[config.mk]
export PLATFORM = sky130hd
export DESIGN_NAME = decode_stage
export DESIGN_NICKNAME = d
export VERILOG_FILES = /design/src/rtl/decode_pkg.sv /design/src/rtl/decode_scoreboard.sv /design/src/rtl/decode_stage.sv
export SDC_FILE = /design/constraint.sdc
export NUM_CORES = 1
export LEC_CHECK = 0
export ABC_AREA = 1
export BUFFER_PORTS_ARGS = -buffer_cell sky130_fd_sc_hd__buf_2
export CORE_MARGIN = 2
export CORE_UTILIZATION = 44
export DETAILED_ROUTE_END_ITERATION = 8
export PLACE_DENSITY = 0.77
export SLEW_MARGIN = 15
export SYNTH_ARGS = -nofsm -noshare
export SYNTH_HDL_FRONTEND = slang
export SYNTH_SLANG_ARGS = --single-unit
[constraint.sdc]
create_clock -name clk -period 1.55 [get_ports clk]
set_input_delay 0.155 -clock clk [delete_from_list [all_inputs] [get_ports clk]]
set_output_delay 0.155 -clock clk [all_outputs]
set_load 0.02 [all_outputs]
[src/rtl/decode_pkg.sv]
// Shared opcode constants and the default-width instruction field layout
// for the decode stage and its scoreboard.
package decode_pkg;

  localparam logic [2:0] OP_NOP     = 3'b111;
  localparam logic [2:0] OP_ILLEGAL = 3'b110;

  localparam int DEF_DATA_W     = 8;
  localparam int DEF_REG_ADDR_W = 2;

  typedef struct packed {
    logic [2:0]                alu_op;
    logic [DEF_REG_ADDR_W-1:0] dst;
    logic [DEF_REG_ADDR_W-1:0] src2;
    logic                      imm_sel;
    logic [DEF_DATA_W-1:0]     imm;
  } instr_t;

endpackage

[src/rtl/decode_scoreboard.sv]
// Register pending-write scoreboard: one busy bit per register, set by an
// issuing writer and cleared by writeback; a same-cycle set beats a clear.
module decode_scoreboard #(
  parameter int ADDR_W = 2,
  parameter int NREGS  = 2**ADDR_W
) (
  input  logic              clk,
  input  logic              rst_n,
  input  logic              set_en,
  input  logic [ADDR_W-1:0] set_addr,
  input  logic              clr_en,
  input  logic [ADDR_W-1:0] clr_addr,
  output logic [NREGS-1:0]  busy
);

  logic [NREGS-1:0] busy_next;

  always_comb begin
    busy_next = busy;
    if (clr_en) busy_next[clr_addr] = 1'b0;
    if (set_en) busy_next[set_addr] = 1'b1;
  end

  always_ff @(posedge clk or negedge rst_n) begin
    if (!rst_n) busy <= '0;
    else        busy <= busy_next;
  end

endmodule

[src/rtl/decode_stage.sv]
// Single-cycle instruction decode with valid/ready handshake and a register
// scoreboard for RAW hazards. Optional macro: DECODE_ILLEGAL_TRAP_EN.
module decode_stage
  import decode_pkg::*;
#(
  parameter  int DATA_W     = 8,
  parameter  int REG_ADDR_W = 2,
  localparam int INSTR_W    = 4 + 2*REG_ADDR_W + DATA_W,
  localparam int NREGS      = 2**REG_ADDR_W
) (
  input  logic                  clk,
  input  logic                  rst_n,
  input  logic                  in_valid,
  output logic                  in_ready,
  input  logic [INSTR_W-1:0]    instr,
  output logic                  out_valid,
  input  logic                  out_ready,
  output logic                  we,
  output logic [2:0]            alu_op,
  output logic [REG_ADDR_W-1:0] write_addr,
  output logic [REG_ADDR_W-1:0] read_addr1,
  output logic [REG_ADDR_W-1:0] read_addr2,
  output logic                  immediate_select,
  output logic [DATA_W-1:0]     immediate,
  input  logic                  wb_valid,
  input  logic [REG_ADDR_W-1:0] wb_addr,
  output logic [NREGS-1:0]      busy_regs,
  output logic                  illegal
);

  logic [2:0]            op_d;
  logic [REG_ADDR_W-1:0] dst_d;
  logic [REG_ADDR_W-1:0] src2_d;
  logic                  sel_d;
  logic [DATA_W-1:0]     imm_d;
  logic                  we_d;
  logic                  hazard;
  logic                  fire;
  logic                  is_illegal;
  logic                  issue;

  assign op_d   = instr[INSTR_W-1 -: 3];
  assign dst_d  = instr[INSTR_W-4 -: REG_ADDR_W];
  assign src2_d = instr[DATA_W+REG_ADDR_W -: REG_ADDR_W];
  assign sel_d  = instr[DATA_W];
  assign imm_d  = instr[DATA_W-1:0];
  assign we_d   = (op_d != OP_NOP);

  // Source A is always the destination register.
  assign hazard   = busy_regs[dst_d] | (!sel_d & busy_regs[src2_d]);
  assign in_ready = (!out_valid || out_ready) && !hazard;
  assign fire     = in_valid && in_ready;

`ifdef DECODE_ILLEGAL_TRAP_EN
  assign is_illegal = (op_d == OP_ILLEGAL);
`else
  assign is_illegal = 1'b0;
`endif

  assign issue = fire && !is_illegal;

  decode_scoreboard #(
    .ADDR_W (REG_ADDR_W),
    .NREGS  (NREGS)
  ) u_scoreboard (
    .clk      (clk),
    .rst_n    (rst_n),
    .set_en   (issue && we_d),
    .set_addr (dst_d),
    .clr_en   (wb_valid),
    .clr_addr (wb_addr),
    .busy     (busy_regs)
  );

  // Stage p1: registered decoded bundle
  logic                  vld_p1;
  logic                  we_p1;
  logic [2:0]            op_p1;
  logic [REG_ADDR_W-1:0] dst_p1;
  logic [REG_ADDR_W-1:0] src2_p1;
  logic                  sel_p1;
  logic [DATA_W-1:0]     imm_p1;

  always_ff @(posedge clk or negedge rst_n) begin
    if (!rst_n) begin
      vld_p1  <= 1'b0;
      we_p1   <= 1'b0;
      op_p1   <= '0;
      dst_p1  <= '0;
      src2_p1 <= '0;
      sel_p1  <= 1'b0;
      imm_p1  <= '0;
    end else if (issue) begin
      vld_p1  <= 1'b1;
      we_p1   <= we_d;
      op_p1   <= op_d;
      dst_p1  <= dst_d;
      src2_p1 <= src2_d;
      sel_p1  <= sel_d;
      imm_p1  <= imm_d;
    end else if (out_ready) begin
      vld_p1  <= 1'b0;
    end
  end

  assign out_valid        = vld_p1;
  assign we               = we_p1;
  assign alu_op           = op_p1;
  assign write_addr       = dst_p1;
  assign read_addr1       = dst_p1;
  assign read_addr2       = src2_p1;
  assign immediate_select = sel_p1;
  assign immediate        = imm_p1;

`ifdef DECODE_ILLEGAL_TRAP_EN
  logic illegal_p1;

  always_ff @(posedge clk or negedge rst_n) begin
    if (!rst_n)                 illegal_p1 <= 1'b0;
    else if (fire & is_illegal) illegal_p1 <= 1'b1;
  end

  assign illegal = illegal_p1;
`else
  assign illegal = 1'b0;
`endif

endmodule

==> results of run 1 <==
-- area by class of cell --
cell class	instances	area share, %
inverters	15	4.24
multi-input cells	86	27.7
repair buffers	50	20.1
well taps	28	2.64
flip-flops and latches	22	41.4
clock buffers	3	1.69
clock inverters	1	2.26
-- worst reg2reg max path, delay by kind of cell (launching register included) --
kind / cells / cell delay [ns]
simple gates: 7 / 0.90
flops: 1 / 0.42
-- through the flow --
step           util (%)  worst slack, ns  hold WS [ns]  instance area [um^2]  std cells
5_1_grt            60.7          -0.0139       0.00928                  1330        205
3_3_place_gp       56.6            0.211         0.137                  1240        199
3_5_place_dp       56.6            0.181         0.141                  1240        199
2_1_floorplan         -            0.248        -0.141                  1010        129
4_1_cts            59.5          0.00470        0.0172                  1300        204
6_report           60.7           0.0730        0.0233                  1330        205
-- worst max-delay path by stage --
stage                                        start                        endpoint  slack (ns)  cells past startpoint
floorplan           u_scoreboard.busy[3]$_DFF_PN0_       read_addr1[1]$_DFFE_PN0P_        0.25                      7
global placement    u_scoreboard.busy[1]$_DFF_PN0_  u_scoreboard.busy[0]$_DFF_PN0_        0.21                      7
detailed placement  u_scoreboard.busy[1]$_DFF_PN0_  u_scoreboard.busy[0]$_DFF_PN0_        0.18                      7
CTS                 u_scoreboard.busy[1]$_DFF_PN0_                        in_ready       0.005                      6
global route        u_scoreboard.busy[3]$_DFF_PN0_                        in_ready       -0.01                      6
finish              u_scoreboard.busy[1]$_DFF_PN0_                        in_ready        0.07                      6
-- cells in the final DEF (no fill, tap or decap) --
| cell type | count |
|---|---|
| bufinv_16 | 1 |
| nand2_2 | 1 |
| nor2_2 | 1 |
| inv_2 | 1 |
| nor2_4 | 1 |
| clkbuf_4 | 3 |
| dfrtp_1 | 22 |
| buf_6 | 1 |
| dlygate4sd3_1 | 1 |
| nand2_4 | 1 |
| nand3_1 | 11 |
| o21ai_0 | 9 |
| conb_1 | 1 |
| nor2_1 | 3 |
| buf_4 | 2 |
| buf_2 | 46 |
| inv_1 | 14 |
| nand2_1 | 58 |
-- report_power, final --
group          switching (mW)  internal (mW)  leakage, nW  total [mW]
clock                   0.179          0.262       0.0279       0.441
sequential              0.131          0.794        0.272       0.924
combinational           0.666          0.351        0.507        1.02
-- cell families (layout without fill, tap and decap cells) --
group	Yosys count	after routing
simple gates	76	76
flops	22	22
buf+inv	21	69
compound gates	9	9
other cells	1	1
-- flip-flops by register name, summed over array words and instances (netlist names) --
register and flops:
u_scoreboard.busy 4, out_valid 1, alu_op 3, read_addr2 2, immediate_select 1, read_addr1 2, we 1, immediate 8
-- metal layers --
metal | up-vias | routed length, um | share of wire (%)
met5 | - | 0 | 0
met3 | 4 | 164 | 7.7
met2 | 42 | 974 | 46
met1 | 441 | 955 | 45
li1 | 483 | - | -
met4 | 0 | 33 | 1.6
-- what timing repair did --
item                       CTS  global route
setup buffers                0             1
hold endpoints to repair    22             0
setup endpoints to repair    0             3
hold buffers                 1             0
resized for setup            0             7
==> results.py, run 1 <==
metrics = {
    "setup_path": {
        "critPathLaunchType": "flop",
        "timing.critical_path.slowest_cell_delay_ns": 0.42,
        "r2r_start": "u_scoreboard.busy[1]$_DFF_PN0_",
        "cp_top_family": "flip-flops",
        "r2r-end": "u_scoreboard.busy[0]$_DFF_PN0_",
        "worst-setup-path-type": "reg2out",
        "cp.required_ns": 1.39,
        "cp_slowest_cell": "dfrtp_1",
        "critical_path.max_fanout": 3,
        "r2r_cells": 7,
        "cp_data_arrival_time_ns": 1.32,
        "crit_path_end_kind": "primary output",
        "reg2reg_slack_ns": 0.17,
        "crit_top_cell": "nand3_1",
        "path_cells": "nand3_1 > nand3_1 > nor2_2 > nand2_4 > inv_2 > buf_6",
        "crit_buf_inv": 2,
    },
    "global_routing": {
        "grt_pass1_vias": 836,
        "met2_usage_pct": 25.9,
        "grt_pass1_wl_mm": 3.36,
        "grt_antenna_before_repair": 0,
        "gr-max-usage-layer": "met2",
        "grt_max_degree": 24,
        "met1_usage_pct": 23.2,
        "track_usage_pct": 16.9,
        "use_met3_pct": 3.16,
        "overflow": 0,
    },
    "min_path": {
        "min_from": "instr[5]",
        "min_path_type": "in2reg",
        "min_path_cells": 3,
        "hold_path_end": "immediate[5]$_DFFE_PN0P_",
    },
    "synth": {
        "synth_most_common_cell": "nand2_1",
        "syn-num-nets": 152,
        "synth-simple-area-share_pct": 30.5,
        "synth_commonest_cells": "nand2_1 (60), dfrtp_1 (22), inv_1 (15)",
        "avgSynthCellArea_um2": 7.80,
        "synth-xor-area-share_pct": 0,
        "yosysTopAreaCell": "dfrtp_1",
        "synth_edf_count": 0,
        "synthCells": 129,
        "synth_flop_cell": "dfrtp_1",
        "ys_top_cells_by_area": "dfrtp_1 (55%), nand2_1 (22%), inv_1 (5.6%)",
        "ys_ff_latch": 22,
        "yosys.area_share.adder_pct": 0,
        "synth_compound_gate_area_share_pct": 4.48,
        "ys_types": 11,
        "synth_warnings": 0,
        "synth-async-reset-ratio_pct": 100,
        "syn_area_mm2": 0.00101,
        "synth_top_family_by_area": "simple AND/OR/NAND/NOR gates",
        "synth_mux_area_share_pct": 0,
        "yosysTopAreaCellShare_pct": 54.7,
        "yosysSeqAreaShare_pct": 54.7,
    },
    "clock_tree": {
        "clockRootBuffer": "clkbuf_4",
        "insertion_delay_ns": 0.31,
        "cts_sinks": 22,
        "cts_tree": "yes",
        "numCtsBuffers": 3,
        "clock_path_buffers": 2,
        "cts.clk_slew.worst_paths_ns": 0.12,
        "cts_max_level": 1,
    },
    "sta": {
        "slew_viol_final": 0,
        "hold_violations": 0,
        "fin_crit_sh_pct": 95.3,
        "finalSetupViolations": 0,
        "fmax_mhz": 677,
        "finalCriticalPeriod_ns": 1.48,
        "finalClockSkew_ns": 0.00524,
        "finalSetupTns_ns": 0,
    },
    "floorplanning": {
        "rows": 17,
        "start_util_pct": 45.9,
        "die_y_um": 51.8,
        "die_area_mm2": 0.00268,
        "core_mm2": 0.00219,
        "die_x_um": 51.8,
        "io_pins": 49,
    },
    "place": {
        "gp_congestion": 0.798,
        "place.port_buffers": 47,
        "dp_hpwl_mm": 1.60,
    },
    "cells_and_area": {
        "regArea_um2": 551,
        "diodes": 0,
        "drive_gt1_share_pct": 32.8,
        "areaGrowthSynthToFinish_pct": 32.1,
        "n_fill_cell": 203,
        "multi_input_area_um2": 368,
        "fin_nets": 201,
    },
    "detailed_routing": {
        "totalWireLength_mm": 2.13,
        "drt-pass1-iter-count": 4,
        "first_iter_violations": 11,
        "drc": 0,
        "ant_nets": 0,
        "wl_per_cell_um": 10.4,
        "vias": 970,
        "routed_via_density": 4.73,
    },
    "run": {
        "maxCapViolCount": 0,
    },
    "power": {
        "p_leak_nw": 0.807,
        "powerDensity_mw_per_mm2": 1790,
        "vdd_drop_max_uv": 1300,
        "power_mw": 2.38,
    },
    "status": {
        "outcome": "complete, no violations",
    },
}
Power figures use the tool's default switching activity.
==> run 2: changes to the inputs <==
Settings changed: CORE_UTILIZATION 44 to 46, PLACE_DENSITY 0.77 to 0.78, SYNTH_HIERARCHICAL from default to 1.
==> run 2 against run 1 <==
Against the previous run:
- clock power down 29%
- non-clock buffer count up 10
- sequential power down 3.7%
- die area up 3.1%
- via count up 16%
- setup slack worse by 0.025 ns
- final area up 11%
- register-to-register slack worse by 0.06 ns
- sequential cell count unchanged
==> results.py, run 2 <==
metrics = {
    "synth": {
        "synth_flop_cell": "dfrtp_1",
        "syn-num-nets": 156,
        "yosysTopAreaCell": "dfrtp_1",
        "syn_area_mm2": 0.00109,
        "synthCells": 133,
        "avgSynthCellArea_um2": 8.18,
        "synth_edf_count": 0,
        "ys_ff_latch": 22,
        "synth_commonest_cells": "nand2_1 (53), dfrtp_1 (22), nand4_1 (17)",
        "synth-async-reset-ratio_pct": 100,
        "yosysSeqAreaShare_pct": 50.6,
        "synth_most_common_cell": "nand2_1",
        "yosysTopAreaCellShare_pct": 50.6,
        "synth_warnings": 6,
        "ys_types": 16,
        "ys_top_cells_by_area": "dfrtp_1 (51%), nand2_1 (18%), nand4_1 (9.8%)",
    },
    "sta": {
        "fmax_mhz": 666,
        "finalCriticalPeriod_ns": 1.50,
        "finalSetupViolations": 0,
        "whs_ns": 0.0857,
        "hold_violations": 0,
        "slew_viol_final": 0,
        "finalClockSkew_ns": 0.00231,
        "fin_crit_sh_pct": 96.9,
    },
    "setup_path": {
        "timing.critical_path.slowest_cell_delay_ns": 0.40,
        "path_cells": "nand2_1 > a21oi_4 > nor2_8 > nand2_1 > inv_1 > buf_4",
        "cp_data_arrival_time_ns": 1.35,
        "critical_path.max_fanout": 3,
        "crit_top_cell": "nand2_1",
        "critPathLaunchType": "flop",
        "cp.required_ns": 1.39,
        "cp_slowest_cell": "dfrtp_1",
        "crit_path_end_kind": "primary output",
        "worst-setup-path-type": "reg2out",
    },
    "cells_and_area": {
        "final_cell_mix": "nand2_1 (53), buf_2 (46), dfrtp_1 (22), nand4_1 (17), buf_4 (12)",
        "n_fill_cell": 203,
        "areaGrowthSynthToFinish_pct": 36.1,
        "largest_reg_flops": 8,
        "final_cell_area_mm2": 0.00148,
        "utilization_pct": 66.3,
        "fin_nets": 214,
        "final_cells": 218,
        "diodes": 0,
        "drive_gt1_share_pct": 38.9,
        "layout_commonest_cell": "nand2_1",
    },
    "detailed_routing": {
        "totalWireLength_mm": 2.83,
        "routed_via_density": 5.17,
        "wl_per_cell_um": 13.0,
        "first_iter_violations": 43,
        "vias": 1126,
        "ant_nets": 0,
        "drc": 0,
        "drt-pass1-iter-count": 4,
    },
    "power": {
        "powerDensity_mw_per_mm2": 1550,
        "power_mw": 2.29,
        "p_leak_nw": 0.880,
        "pwr-share-seq_pct": 38.9,
        "power_frac_comb_pct": 47.3,
        "p_int_mw": 1.30,
        "switching_power_uw": 988,
        "power_frac_clock_pct": 13.8,
        "vdd_drop_max_uv": 804,
        "netSwitchingFraction_pct": 43.2,
    },
    "global_routing": {
        "track_usage_pct": 21.3,
        "grt_pass1_wl_mm": 4.39,
        "overflow": 0,
        "grt_pass1_vias": 992,
        "grt_max_degree": 23,
        "grt_antenna_before_repair": 0,
    },
    "clock_tree": {
        "numCtsBuffers": 3,
        "insertion_delay_ns": 0.31,
        "cts_tree": "yes",
        "cts_sinks": 22,
        "cts_max_level": 1,
        "cts.clk_slew.worst_paths_ns": 0.12,
        "clockRootBuffer": "clkbuf_4",
        "clock_path_buffers": 2,
    },
    "place": {
        "gp_congestion": 0.856,
        "dp.cells": 202,
        "place.port_buffers": 47,
        "dp_hpwl_mm": 1.99,
        "postPlaceCellArea_mm2": 0.00132,
    },
    "floorplanning": {
        "start_util_pct": 48.7,
        "die_x_um": 52.6,
        "die_y_um": 52.6,
        "io_pins": 49,
        "die_area_mm2": 0.00277,
        "rows": 17,
        "core_mm2": 0.00223,
    },
    "min_path": {
        "min_path_type": "in2reg",
    },
    "status": {
        "outcome": "complete, no violations",
    },
    "run": {
        "maxCapViolCount": 0,
    },
}
## run 2: changes by cell type in the layout (fill, tap and decap cells not counted), moves of 3 or more
cell     before  now
nand4_1       0   17
buf_4         2   12
nor2_1        3    0
nand2_1      58   53
inv_1        14   11
inv_2         1    4
o21ai_0       9    0
## run 2: worst max-delay path, delay by kind of cell, from the launching register on
family,cells,cell delay (ns)
DFF,1,0.40
AOI/OAI and AO/OA,1,0.23
and+or+nand+nor,3,0.22
buffers and inverters,2,0.18
## run 2: cell type report
cell class	count	area, um^2	share of cell area (%)
sequential	22	551	37.2
multi-input combinational	89	460	31.1
inverter	15	56.3	3.80
clock buffer	4	36.3	2.45
tap	28	35.0	2.37
timing repair buffer	60	342	23.1
## run 2: power groups by stage
| stage | logic [mW] | clock network [mW] | registers [mW] |
|---|---|---|---|
| final | 1.08 | 0.315 | 0.890 |
| after global routing | 1.18 | 0.344 | 0.916 |
| after global placement | 0.943 | 0 | 0.890 |
| after detailed placement | 0.970 | 0 | 0.901 |
| after CTS | 1.01 | 0.320 | 0.889 |
| after floorplan | 0.394 | 0 | 1.14 |
## run 2: what timing repair did
action | 4_1_cts | 5_1_grt
buffers inserted | 4 | 6
gates resized for setup | 2 | 7
pin swaps | 2 | 6
cloned | 0 | 1
hold endpoints to repair | 22 | 0
endpoints found under the setup margin | 1 | 22
hold buffers | 1 | 0
## run 2: cells by family (layout without fill, tap and decap cells)
logic type | Yosys count | after routing | synth area share, %
and+or+nand+nor | 84 | 85 | 37.3
buffers and inverters | 23 | 79 | 10.0
DFF | 22 | 22 | 50.6
AOI/OAI and AO/OA | 3 | 3 | 1.73
other | 1 | 1 | 0.345
## run 2: path summary, 6_finish.rpt
check                      slack [ns]                           start  cells after the start                        endpoint
max                              0.05  u_scoreboard/busy[0]$_DFF_PN0_                      6                        in_ready
min                              0.09                        instr[7]                      3        immediate[7]$_DFFE_PN0P_
max reg2reg                      0.11  u_scoreboard/busy[3]$_DFF_PN0_                     10  u_scoreboard/busy[3]$_DFF_PN0_
min reg2reg                      0.48           alu_op[2]$_DFFE_PN0P_                      2           alu_op[2]$_DFFE_PN0P_
max in group asynchronous        0.90                           rst_n                      2       read_addr1[1]$_DFFE_PN0P_
min in group asynchronous        0.32                           rst_n                      2        immediate[6]$_DFFE_PN0P_
## run 2: stage by stage
step / TNS [ns] / setup WS (ns)
CTS: 0 / 0.0156
global placement: 0 / 0.209
global route: -0.0134 / -0.0134
finish: 0 / 0.0479
detailed placement: 0 / 0.174
floorplan: 0 / 0.111
## run 2: metal layers
metal / global-route usage, % / up-vias / wire length (um)
met4: 8.55 / 0 / 37
met1: 27.6 / 531 / 1180
li1: - / 543 / -
met5: 0 / - / 0
met3: 3.43 / 5 / 192
met2: 35.2 / 47 / 1420
==> run 3: changes to the inputs <==
Settings changed: CORE_UTILIZATION 46 to 30, PLACE_DENSITY 0.78 to default.
==> run 3 against run 2 <==
Against the previous run:
- routed wire length is 7.2% lower
- sequential cell count stayed put
- clock-buffer cell count stayed put
- setup slack better by 0.040 ns
- critical endpoint unchanged
- register-to-register slack better by 0.04 ns
- largest power group unchanged
- non-clock buffer count is 3 lower
- die area is 49% higher
- worst hold slack worse by 0.0026 ns
- utilization is 23 points lower
==> results.py, run 3 (synthesized netlist as in run 2, its figures left out) <==
metrics = {
    "run": {
        "maxCapViolCount": 0,
    },
    "power": {
        "p_leak_nw": 0.861,
        "powerDensity_mw_per_mm2": 1520,
        "vdd_drop_max_uv": 464,
        "power_mw": 2.24,
    },
    "cells_and_area": {
        "regArea_um2": 552,
        "fin_nets": 210,
        "layout_commonest_cell": "nand2_1",
        "multi_input_area_um2": 450,
        "drive_gt1_share_pct": 39.8,
        "utilization_pct": 43.2,
        "areaGrowthSynthToFinish_pct": 35.7,
        "diodes": 0,
        "n_fill_cell": 381,
        "final_cell_area_mm2": 0.00148,
        "largest_reg_flops": 8,
        "final_cell_mix": "nand2_1 (51), buf_2 (46), dfrtp_1 (21), nand4_1 (17), inv_1 (10)",
    },
    "setup_path": {
        "timing.critical_path.slowest_cell_delay_ns": 0.40,
        "cp_slowest_cell": "dfrtp_1",
        "path_cells": "inv_2 > nand2_1 > nand3_1 > nand2_2 > nor2_8 > nand2_1 > inv_2 > buf_6",
        "cp_data_arrival_time_ns": 1.31,
        "critPathLaunchType": "flop",
        "critical_path.max_fanout": 2,
        "crit_path_end_kind": "primary output",
        "worst-setup-path-type": "reg2out",
        "cp.required_ns": 1.39,
    },
    "sta": {
        "fmax_mhz": 684,
        "rsz0062_at_grt": "yes",
        "hold_violations": 0,
        "finalClockSkew_ns": 0.00852,
        "finalCriticalPeriod_ns": 1.46,
        "fin_crit_sh_pct": 94.3,
        "finalSetupViolations": 0,
        "finalSetupTns_ns": 0,
        "slew_viol_final": 0,
    },
    "detailed_routing": {
        "wl_per_cell_um": 11.3,
        "ant_nets": 0,
        "totalWireLength_mm": 2.62,
        "vias": 1048,
        "routed_via_density": 4.52,
        "drt-pass1-iter-count": 4,
        "first_iter_violations": 81,
        "drc": 0,
    },
    "place": {
        "gp_congestion": 0.855,
        "dp_hpwl_mm": 1.96,
        "postPlaceCellArea_mm2": 0.00136,
        "place.port_buffers": 47,
    },
    "clock_tree": {
        "clock_path_buffers": 2,
        "cts_max_level": 1,
        "cts_tree": "yes",
        "insertion_delay_ns": 0.31,
        "clockRootBuffer": "clkbuf_4",
        "numCtsBuffers": 3,
        "cts.clk_slew.worst_paths_ns": 0.12,
        "cts_sinks": 22,
    },
    "floorplanning": {
        "start_util_pct": 31.8,
        "rows": 21,
        "die_area_mm2": 0.00412,
        "die_y_um": 64.2,
        "die_x_um": 64.2,
        "io_pins": 49,
        "core_mm2": 0.00342,
    },
    "min_path": {
        "min_path_type": "in2reg",
    },
    "global_routing": {
        "track_usage_pct": 14.2,
        "grt_antenna_before_repair": 0,
        "grt_pass1_wl_mm": 4.62,
        "grt_pass1_vias": 1041,
        "overflow": 0,
        "grt_max_degree": 23,
    },
    "status": {
        "outcome": "complete, no violations",
    },
}
[run 3: changes by cell type in the layout (fill, tap and decap cells not counted)]
cell,change
buf_4,-4
buf_6,+1
dfrtp_1,-1
dfrtp_2,+1
inv_1,-1
inv_2,+1
nand2_1,-2
nand2_2,+3
nand2_4,-1
nand3_2,-1
[run 3: layout make-up]
type | instances | area share [%]
Sequential cell | 22 | 37.4
Multi-Input combinational cell | 88 | 30.5
Timing Repair Buffer | 57 | 21.9
Tap cell | 46 | 3.90
Inverter | 15 | 3.82
Clock buffer | 4 | 2.46
[run 3: critical path: cells and delay by family, from the launching register on]
kind                   cells  cell delay (ns)
DFF                        1             0.40
and+or+nand+nor            5             0.39
buffers and inverters      3             0.21
[run 3: path summary, 6_finish.rpt]
path / startpoint / end / cells past startpoint / slack [ns]
min in group asynchronous: rst_n / immediate[6]$_DFFE_PN0P_ / 2 / 0.33
worst max-delay path: u_scoreboard/busy[3]$_DFF_PN0_ / in_ready / 8 / 0.09
worst min-delay path: instr[5] / immediate[5]$_DFFE_PN0P_ / 3 / 0.08
worst max register to register: u_scoreboard/busy[0]$_DFF_PN0_ / u_scoreboard/busy[0]$_DFF_PN0_ / 10 / 0.15
max in group asynchronous: rst_n / u_scoreboard/busy[0]$_DFF_PN0_ / 2 / 0.85
worst min register to register: immediate[2]$_DFFE_PN0P_ / immediate[2]$_DFFE_PN0P_ / 2 / 0.48
[run 3: what timing repair did]
action                     CTS  global route
gates cloned                 0             0
setup buffers                4             1
hold endpoints to repair    22             0
pin swaps                    2             4
resized for setup            1            12
hold buffers                 1             0
setup endpoints to repair    1            22
[run 3: metal layers]
| layer | track usage (%) | up-vias | share of wire, % |
|---|---|---|---|
| met3 | 2.82 | 4 | 7.7 |
| met4 | 4.79 | 0 | 0.99 |
| met1 | 20.0 | 467 | 48 |
| li1 | - | 538 | - |
| met5 | 0 | - | 0 |
| met2 | 21.7 | 39 | 44 |
[run 3: power by group]
| part | leakage, nW | switching (mW) | internal [mW] | total, mW |
|---|---|---|---|---|
| logic | 0.569 | 0.664 | 0.375 | 1.04 |
| registers | 0.271 | 0.118 | 0.771 | 0.888 |
| clock network | 0.0210 | 0.172 | 0.143 | 0.315 |
[run 3: metrics by stage]
| step | setup WS (ns) | hold slack [ns] | std cells |
|---|---|---|---|
| after floorplan | 0.111 | -0.141 | 133 |
| after global placement | 0.174 | 0.146 | 222 |
| after detailed placement | 0.158 | 0.153 | 222 |
| after CTS | 0.0124 | 0.0739 | 231 |
| after global routing | -0.00482 | 0.0755 | 232 |
| final | 0.0883 | 0.0831 | 232 |
